===== config.mk =====
export PLATFORM = sky130hd
export DESIGN_NAME = fetch_controller
export DESIGN_NICKNAME = d
export VERILOG_FILES = /design/src/rtl/fetch_controller.sv
export SDC_FILE = /design/constraint.sdc
export NUM_CORES = 1
export LEC_CHECK = 0
export ABC_AREA = 1
export ABC_CLOCK_PERIOD_IN_PS = 4100
export CORE_MARGIN = 2
export CORE_UTILIZATION = 50
export DETAILED_ROUTE_END_ITERATION = 12
export HOLD_SLACK_MARGIN = 0.05
export PLACE_DENSITY = 0.85
export SYNTH_ARGS = -nofsm -noshare
export SYNTH_HDL_FRONTEND = slang
export SYNTH_SLANG_ARGS = --single-unit

===== constraint.sdc =====
create_clock -name clk -period 4.1 [get_ports clk]
set_input_delay 0.41 -clock clk [delete_from_list [all_inputs] [get_ports clk]]
set_output_delay 0.41 -clock clk [all_outputs]
set_load 0.02 [all_outputs]

===== src/rtl/fetch_controller.sv =====
// Instruction fetch PC sequencer: idle/run/redirect/halt control with a
// single-cycle redirect bubble and a saturating redirect counter.
module fetch_controller #(
  parameter int unsigned ADDR_W   = 9,
  parameter int unsigned RESET_PC = 0,
  parameter int unsigned PC_MAX   = 63
) (
  input  logic              clk,
  input  logic              rst,
  input  logic              start,
  input  logic              stall,
  input  logic              do_branch,
  input  logic [ADDR_W-1:0] branch_target,
  input  logic              do_jump,
  input  logic [ADDR_W-1:0] jump_target,
  input  logic              halt_req,
  output logic [ADDR_W-1:0] pc,
  output logic              fetch_valid,
  output logic              redirect,
  output logic              halted,
  output logic [7:0]        redirect_count
);

  localparam logic [1:0] StIdle     = 2'd0;
  localparam logic [1:0] StRun      = 2'd1;
  localparam logic [1:0] StRedirect = 2'd2;
  localparam logic [1:0] StHalt     = 2'd3;

  localparam logic [ADDR_W-1:0] PcReset = ADDR_W'(RESET_PC);
  localparam logic [ADDR_W-1:0] PcLast  = ADDR_W'(PC_MAX);
  localparam logic [7:0]        CntMax  = 8'hFF;

  logic [1:0]        state_q, state_d;
  logic [ADDR_W-1:0] pc_q, pc_d;
  logic [7:0]        cnt_q, cnt_d;

  logic              active;
  logic              take_halt;
  logic              take_jump;
  logic              take_branch;
  logic              take_redirect;
  logic              take_stall;
  logic [ADDR_W-1:0] redirect_pc;
  logic [ADDR_W-1:0] pc_inc;

  // Request decode in priority order: halt > jump > branch > stall.
  always_comb begin
    active        = (state_q == StRun) || (state_q == StRedirect);
    take_halt     = active && halt_req;
    take_jump     = active && !halt_req && do_jump;
    take_branch   = active && !halt_req && !do_jump && do_branch;
    take_redirect = take_jump || take_branch;
    take_stall    = active && !halt_req && !do_jump && !do_branch && stall;
    redirect_pc   = take_jump ? jump_target : branch_target;
  end

  // Wrap applies only to sequential increments, never to redirect targets.
  always_comb begin
    if (pc_q == PcLast) begin
      pc_inc = '0;
    end else begin
      pc_inc = pc_q + ADDR_W'(1);
    end
  end

  always_comb begin
    state_d = state_q;
    pc_d    = pc_q;
    case (state_q)
      StIdle: begin
        if (start) begin
          state_d = StRun;
        end
      end
      StRun, StRedirect: begin
        if (take_halt) begin
          state_d = StHalt;
        end else if (take_redirect) begin
          state_d = StRedirect;
          pc_d    = redirect_pc;
        end else if (take_stall) begin
          state_d = state_q;
        end else if (state_q == StRun) begin
          pc_d = pc_inc;
        end else begin
          // Bubble done: resume at the redirect target without advancing.
          state_d = StRun;
        end
      end
      StHalt: begin
        state_d = StHalt;
      end
      default: begin
        state_d = StIdle;
      end
    endcase
  end

  always_comb begin
    cnt_d = cnt_q;
    if (take_redirect && (cnt_q != CntMax)) begin
      cnt_d = cnt_q + 8'd1;
    end
  end

  always_ff @(posedge clk or negedge rst) begin
    if (!rst) begin
      state_q <= StIdle;
      pc_q    <= PcReset;
      cnt_q   <= '0;
    end else begin
      state_q <= state_d;
      pc_q    <= pc_d;
      cnt_q   <= cnt_d;
    end
  end

  assign pc             = pc_q;
  assign fetch_valid    = (state_q == StRun) && !stall && !do_branch && !do_jump && !halt_req;
  assign redirect       = (state_q == StRedirect);
  assign halted         = (state_q == StHalt);
  assign redirect_count = cnt_q;

endmodule


==> out/metrics.yaml, run 1 <==
synthesis:
  fraction_of_the_mapped_netlist_area_in_adder_cells: 0.06003
  gate_count_of_the_mapped_netlist: 223
  postSynth.asyncResetShare: 1.000
  synth-xor-area-share: 0.04202
  synth.most_common_cell: "nand2_1"
  predominant_post_synthesis_flop_cell: "dfrtp_1"
  commonest_cells_post_synth: "nand2_1 (71), nor2_1 (36), inv_1 (28)"
  synth_top_family_by_area: "simple AND/OR/NAND/NOR gates"
  yosys-top-cells-area: "dfrtp_1 (33%), nand2_1 (18%), nor2_1 (9.3%)"
  netlist_area_pre_place_sq_um: 1459
  postSynthAreaPerCell_sq_um: 6.542
  synth.largest_area_cell: "dfrtp_1"
  yosys.area.top_type_share: 0.3259
  synth_mux_area_frac: 0
  synth_simple_gate_area_frac: 0.4022
  ys_warn_count: 0
  yosysSeqAreaShare: 0.3259
  postSynthNetCount: 255
  compound_gate_fraction_of_synth_area: 0.07719
  ys_types: 22
  number_of_flops_mapped_to_enable_cells_by_yosys: 0
  synth_seq_cells: 19
sta:
  timing.final.crit_period_ps: 2491
  finalMaxSlewViolations: 0
  rsz0062_at_grt: "no"
  final-setup-viol-count: 0
  worst_hold_slack_ps: 558.7
  max_freq_mhz: 401.4
  worst_slew_margin_rel: 0.4088
  min_period_over_period: 0.6076
  timing_hold_violations_final: 0
  setup-tns-final_ps: 0
  worst_clock_skew_ps: 3.558
  tightest_slew_ps: 884.0
placement:
  placement.io_buffers: 44
  place.gp.congestion: 0.8046
  placed_wire_length_estimate_after_detailed_placement_microns: 2715
  placed_cell_area_sq_um: 1919
power:
  vdd_ir_drop_max_mv: 0.5304
  power_density_nw_per_um2: 653.7
  p_total_mw: 1.273
  p_leak_nw: 1.010
setup_path:
  setup.worst_path.start: "do_jump"
  worst_setup_path_end_kind: "output pin"
  worstSetupPathType: "input pin to output pin"
  timing.reg2reg.worst_path_depth: 7
  crit_path_max_fanout: 9
  timing.rr.start: "state_q[0]"
  rr_endpoint: "pc[5]"
  worstPathRequired_ps: 3690
  critical_path.endpoint: "fetch_valid"
  crit_path_start_kind: "input pin"
  setup.reg_to_reg.worst_slack_ps: 2120
  crit_arrival_ps: 2080
clock_tree:
  cts-root-to-sink-buffers: 2
  ctsRootBufferMaster: "clkbuf_4"
  cts_repair_resize_count: 0
  tritoncts: "yes"
  clkSlewWorstSetupHoldPaths_ps: 120
  hold_buffers: 0
  cts-htree-levels: 1
  cts_post_setup_buffers_inserted: 0
  worst_skew_pair.late_latency_ps: 310
  clock_sinks: 19
  cts_inserted_buffers: 3
routing:
  routed_via_density: 5.167
  drt-initial-drc-count: 74
  route.vias.total: 1550
  drt_drc_violations_left: 0
  drtPass1Iterations: 4
  drtAntennaViolNets: 0
  drt_wl_total_microns: 3545
  routed_wire_length_per_instance_microns: 11.82
floorplan:
  core_region_sq_um: 2758
  dieArea_sq_um: 3366
  io_pins: 45
  die-width_microns: 58.02
  floorplan.rows: 19
  die_outline_height_microns: 58.02
  floorplan.initialDensity: 0.5290
global_routing:
  grt_max_degree: 20
  grt_pass1_vias: 1404
  grt_antenna_before_repair: 0
  grt.total_usage: 0.2251
  grt_pass1_wl_microns: 5947
  globalRoute.totalOverflow: 0
hold_path:
  hp-class: "register to register"
outcome:
  status: "finished, final reports clean"
cells_and_area:
  finish.instance_area_sq_um: 1947
  area.growth.synth_to_final_pct: 33.45
  nets: 302
  drive_above_1_share: 0.08178
  n_antenna_cell: 0
flow_run:
  drv_cap: 0
## state kept, by name, summed over array words and instances, names as in the netlist
register,count
pc,9
redirect_count,8
state_q,2
## stage by stage
stage | std cells | util | worst slack, ps
after floorplan | 223 | - | 2508
after global placement | 296 | 0.6960 | 1675
after detailed placement | 296 | 0.6960 | 1624
after CTS | 300 | 0.7060 | 1623
after global routing | 300 | 0.7060 | 1563
final | 300 | 0.7060 | 1609
## metal layers
metal | vias up | part of all wire | global-route usage | routed length [microns]
li1 | 775 | - | - | -
met5 | - | 0 | 0 | 0
met4 | 0 | 0.0054 | 0.05648 | 19
met3 | 2 | 0.063 | 0.04464 | 225
met2 | 55 | 0.50 | 0.3912 | 1759
met1 | 718 | 0.43 | 0.2871 | 1540
## worst min-delay path by stage
stage | start | end | cells after the start
global placement | redirect_count[6] | redirect_count[6] | 2
CTS | redirect_count[6] | redirect_count[6] | 2
floorplan | rst | pc[0] | 0
finish | redirect_count[1] | redirect_count[1] | 2
detailed placement | redirect_count[6] | redirect_count[6] | 2
global route | state_q[1] | state_q[1] | 2
## layout make-up
type	instances	area, sq um
clock buffer	3	22.52
clock inverter	1	5.005
fill	247	810.8
inverter	31	116.4
multi-input combinational	171	848.3
sequential	19	475.5
tap	31	38.79
timing repair buffer	44	440.4
## report_power, final
group	switching (mW)	internal (mW)
Clock	0.0643	0.0364
Combinational	0.460	0.337
Sequential	0.108	0.267
## worst max-delay path, stage by stage
cell and delay, ps:
clkdlybuf4s50_1 570, inv_2 240, nand2_4 90, nor3_1 140, clkdlybuf4s50_1 620
## placed cells by master, fill, tap and decap left out
master,netlist,final
nand2_2,1,1
nand2_4,3,3
nor2_2,2,2
nor3_1,2,2
o21ai_0,9,9
nand4_1,1,1
ha_1,7,7
dfrtp_1,19,19
nand2_1,71,71
or2_2,7,7
a21oi_1,7,7
clkdlybuf4s50_1,0,44
nand3b_1,1,1
clkbuf_4,0,3
inv_2,3,3
nor2_1,36,36
a21oi_2,2,2
inv_1,28,28
clkinv_2,0,1
xor2_1,5,5
o211ai_1,2,2
xnor2_1,2,2
nand3_1,13,13
## logic make-up after synthesis
group                      count (synthesis)
AOI/OAI and AO/OA                         20
xor gates and xnor gates                   7
DFF                                       19
buffers and inverters                     33
and+or+nand+nor                          137
adders and majority gates                  7
Note: power is estimated with default switching activity, not from simulation.
==> run 2: changes to the inputs <==
--- a/config.mk
+++ b/config.mk
@@ -6,12 +6,12 @@
 export NUM_CORES = 1
 export LEC_CHECK = 0
 export ABC_AREA = 1
-export ABC_CLOCK_PERIOD_IN_PS = 4100
+export ABC_CLOCK_PERIOD_IN_PS = 2500
 export CORE_MARGIN = 2
-export CORE_UTILIZATION = 50
+export CORE_UTILIZATION = 47
 export DETAILED_ROUTE_END_ITERATION = 12
 export HOLD_SLACK_MARGIN = 0.05
-export PLACE_DENSITY = 0.85
+export PLACE_DENSITY = 0.8
 export SYNTH_ARGS = -nofsm -noshare
 export SYNTH_HDL_FRONTEND = slang
 export SYNTH_SLANG_ARGS = --single-unit
==> constraint.sdc (replaced) <==
create_clock -name clk -period 2.5 [get_ports clk]
set_input_delay 0.25 -clock clk [delete_from_list [all_inputs] [get_ports clk]]
set_output_delay 0.25 -clock clk [all_outputs]
set_load 0.02 [all_outputs]
==> out/metrics.yaml, run 2 (synthesis results as in run 1) <==
placement:
  place.gp.congestion: 0.8152
  placed_cell_area_sq_um: 1937
  placed_wire_length_estimate_after_detailed_placement_microns: 2577
  dpl_worst_slack_ps: 565.3
  cell_count_after_placement: 300
  placement.io_buffers: 44
clock_tree:
  cts-root-to-sink-buffers: 2
  clkSlewWorstSetupHoldPaths_ps: 120
  cts_repair_resize_count: 0
  tritoncts: "yes"
  worst_skew_pair.late_latency_ps: 310
  cts_inserted_buffers: 3
  clock_sinks: 19
  hold_buffers: 0
  ctsRootBufferMaster: "clkbuf_4"
  cts_post_setup_buffers_inserted: 0
  cts-htree-levels: 1
routing:
  drtPass1Iterations: 4
  drtAntennaViolNets: 0
  routed_wire_length_per_instance_microns: 10.74
  route.vias.total: 1480
  drt_drc_violations_left: 0
  drt-initial-drc-count: 49
  routed_via_density: 4.868
  drt_wl_total_microns: 3264
global_routing:
  globalRoute.totalOverflow: 0
  met3_usage: 0.03247
  grt.total_usage: 0.2025
  globalRouteMet1Util: 0.2696
  grt_max_degree: 20
  busiest_metal_layer_after_global_routing: "met2"
  grt_pass1_vias: 1303
  grt_pass1_wl_microns: 5554
  globalRouteMet2Util: 0.3292
  grt_antenna_before_repair: 0
sta:
  tightest_slew_ps: 848.5
  worst_hold_slack_ps: 410.0
  finalMaxSlewViolations: 0
  final-setup-viol-count: 0
  rsz0062_at_grt: "no"
  timing_hold_violations_final: 0
  setup-tns-final_ps: 0
  timing.final.crit_period_ps: 2110
  min_period_over_period: 0.8438
  worst_clock_skew_ps: 8.621
  setup_slack_ps: 390.5
  max_freq_mhz: 474.0
  worst_slew_margin_rel: 0.4325
setup_path:
  timing.rr.start: "state_q[0]"
  worst_setup_path_end_kind: "output pin"
  setup.worst_path.start: "state_q[1]"
  worstSetupPathType: "register to output pin"
  crit_path_start_kind: "register"
  crit_arrival_ps: 1860
  crit_path_max_fanout: 4
  worstPathRequired_ps: 2250
power:
  p_leak_nw: 1.020
  power_density_nw_per_um2: 1057
  p_total_mw: 2.076
  vdd_ir_drop_max_mv: 0.5999
cells_and_area:
  final_common_cell: "nand2_1"
  seq_area_sq_um: 475.5
  finish.instance_area_sq_um: 1964
  final.fill_count: 278
  finish.cell_count_without_fillers: 304
  area.growth.synth_to_final_pct: 34.65
  largest_register_ff_count: 9
  nets: 304
  utilization: 0.6542
  n_antenna_cell: 0
  multi_input_comb_area_sq_um: 848.3
  mostFrequentLayoutCells: "nand2_1 (71), clkdlybuf4s50_1 (44), nor2_1 (36), inv_1 (28), dfrtp_1 (19)"
  drive_above_1_share: 0.08856
floorplan:
  dieArea_sq_um: 3566
  floorplan.rows: 20
  io_pins: 45
  die_outline_height_microns: 59.72
  floorplan.initialDensity: 0.4858
  core_region_sq_um: 3003
  die-width_microns: 59.72
flow_run:
  drv_cap: 0
hold_path:
  hp-class: "input pin to async pin"
outcome:
  status: "finished, final reports clean"
run 2: final timing paths:
check	to	slack (ps)	cells after the start
hold / removal	pc[4]	410	1
setup reg to reg	redirect_count[4]	740	9
max in group asynchronous	pc[6]	1570	1
setup / recovery	fetch_valid	390	5
min in group clk	redirect_count[1]	550	2
hold reg to reg	redirect_count[1]	550	2
run 2: metal layers:
| layer | routed length [microns] | vias to the layer above | share of wire |
|---|---|---|---|
| met2 | 1497 | 44 | 0.46 |
| li1 | - | 780 | - |
| met4 | 65 | 0 | 0.020 |
| met3 | 166 | 8 | 0.051 |
| met5 | 0 | - | 0 |
| met1 | 1534 | 648 | 0.47 |
run 2: where the power goes:
group	switching [mW]	internal [mW]	total, mW
logic	0.740	0.561	1.30
clock network	0.104	0.0598	0.164
registers	0.174	0.437	0.611
total	1.02	1.06	2.08
run 2: worst max-delay path, cell delays in order (launching register included):
cell	delay [ps]
dfrtp_1	430
inv_1	110
ha_1	140
nand2_1	70
nor3_1	170
clkdlybuf4s50_1	630
run 2: area by class of cell:
type,instances,area share
Tap cell,33,0.02102
Clock inverter,1,0.002548
Sequential cell,19,0.2420
Inverter,31,0.05924
Multi-Input combinational cell,171,0.4318
Clock buffer,3,0.01146
Timing Repair Buffer,46,0.2318
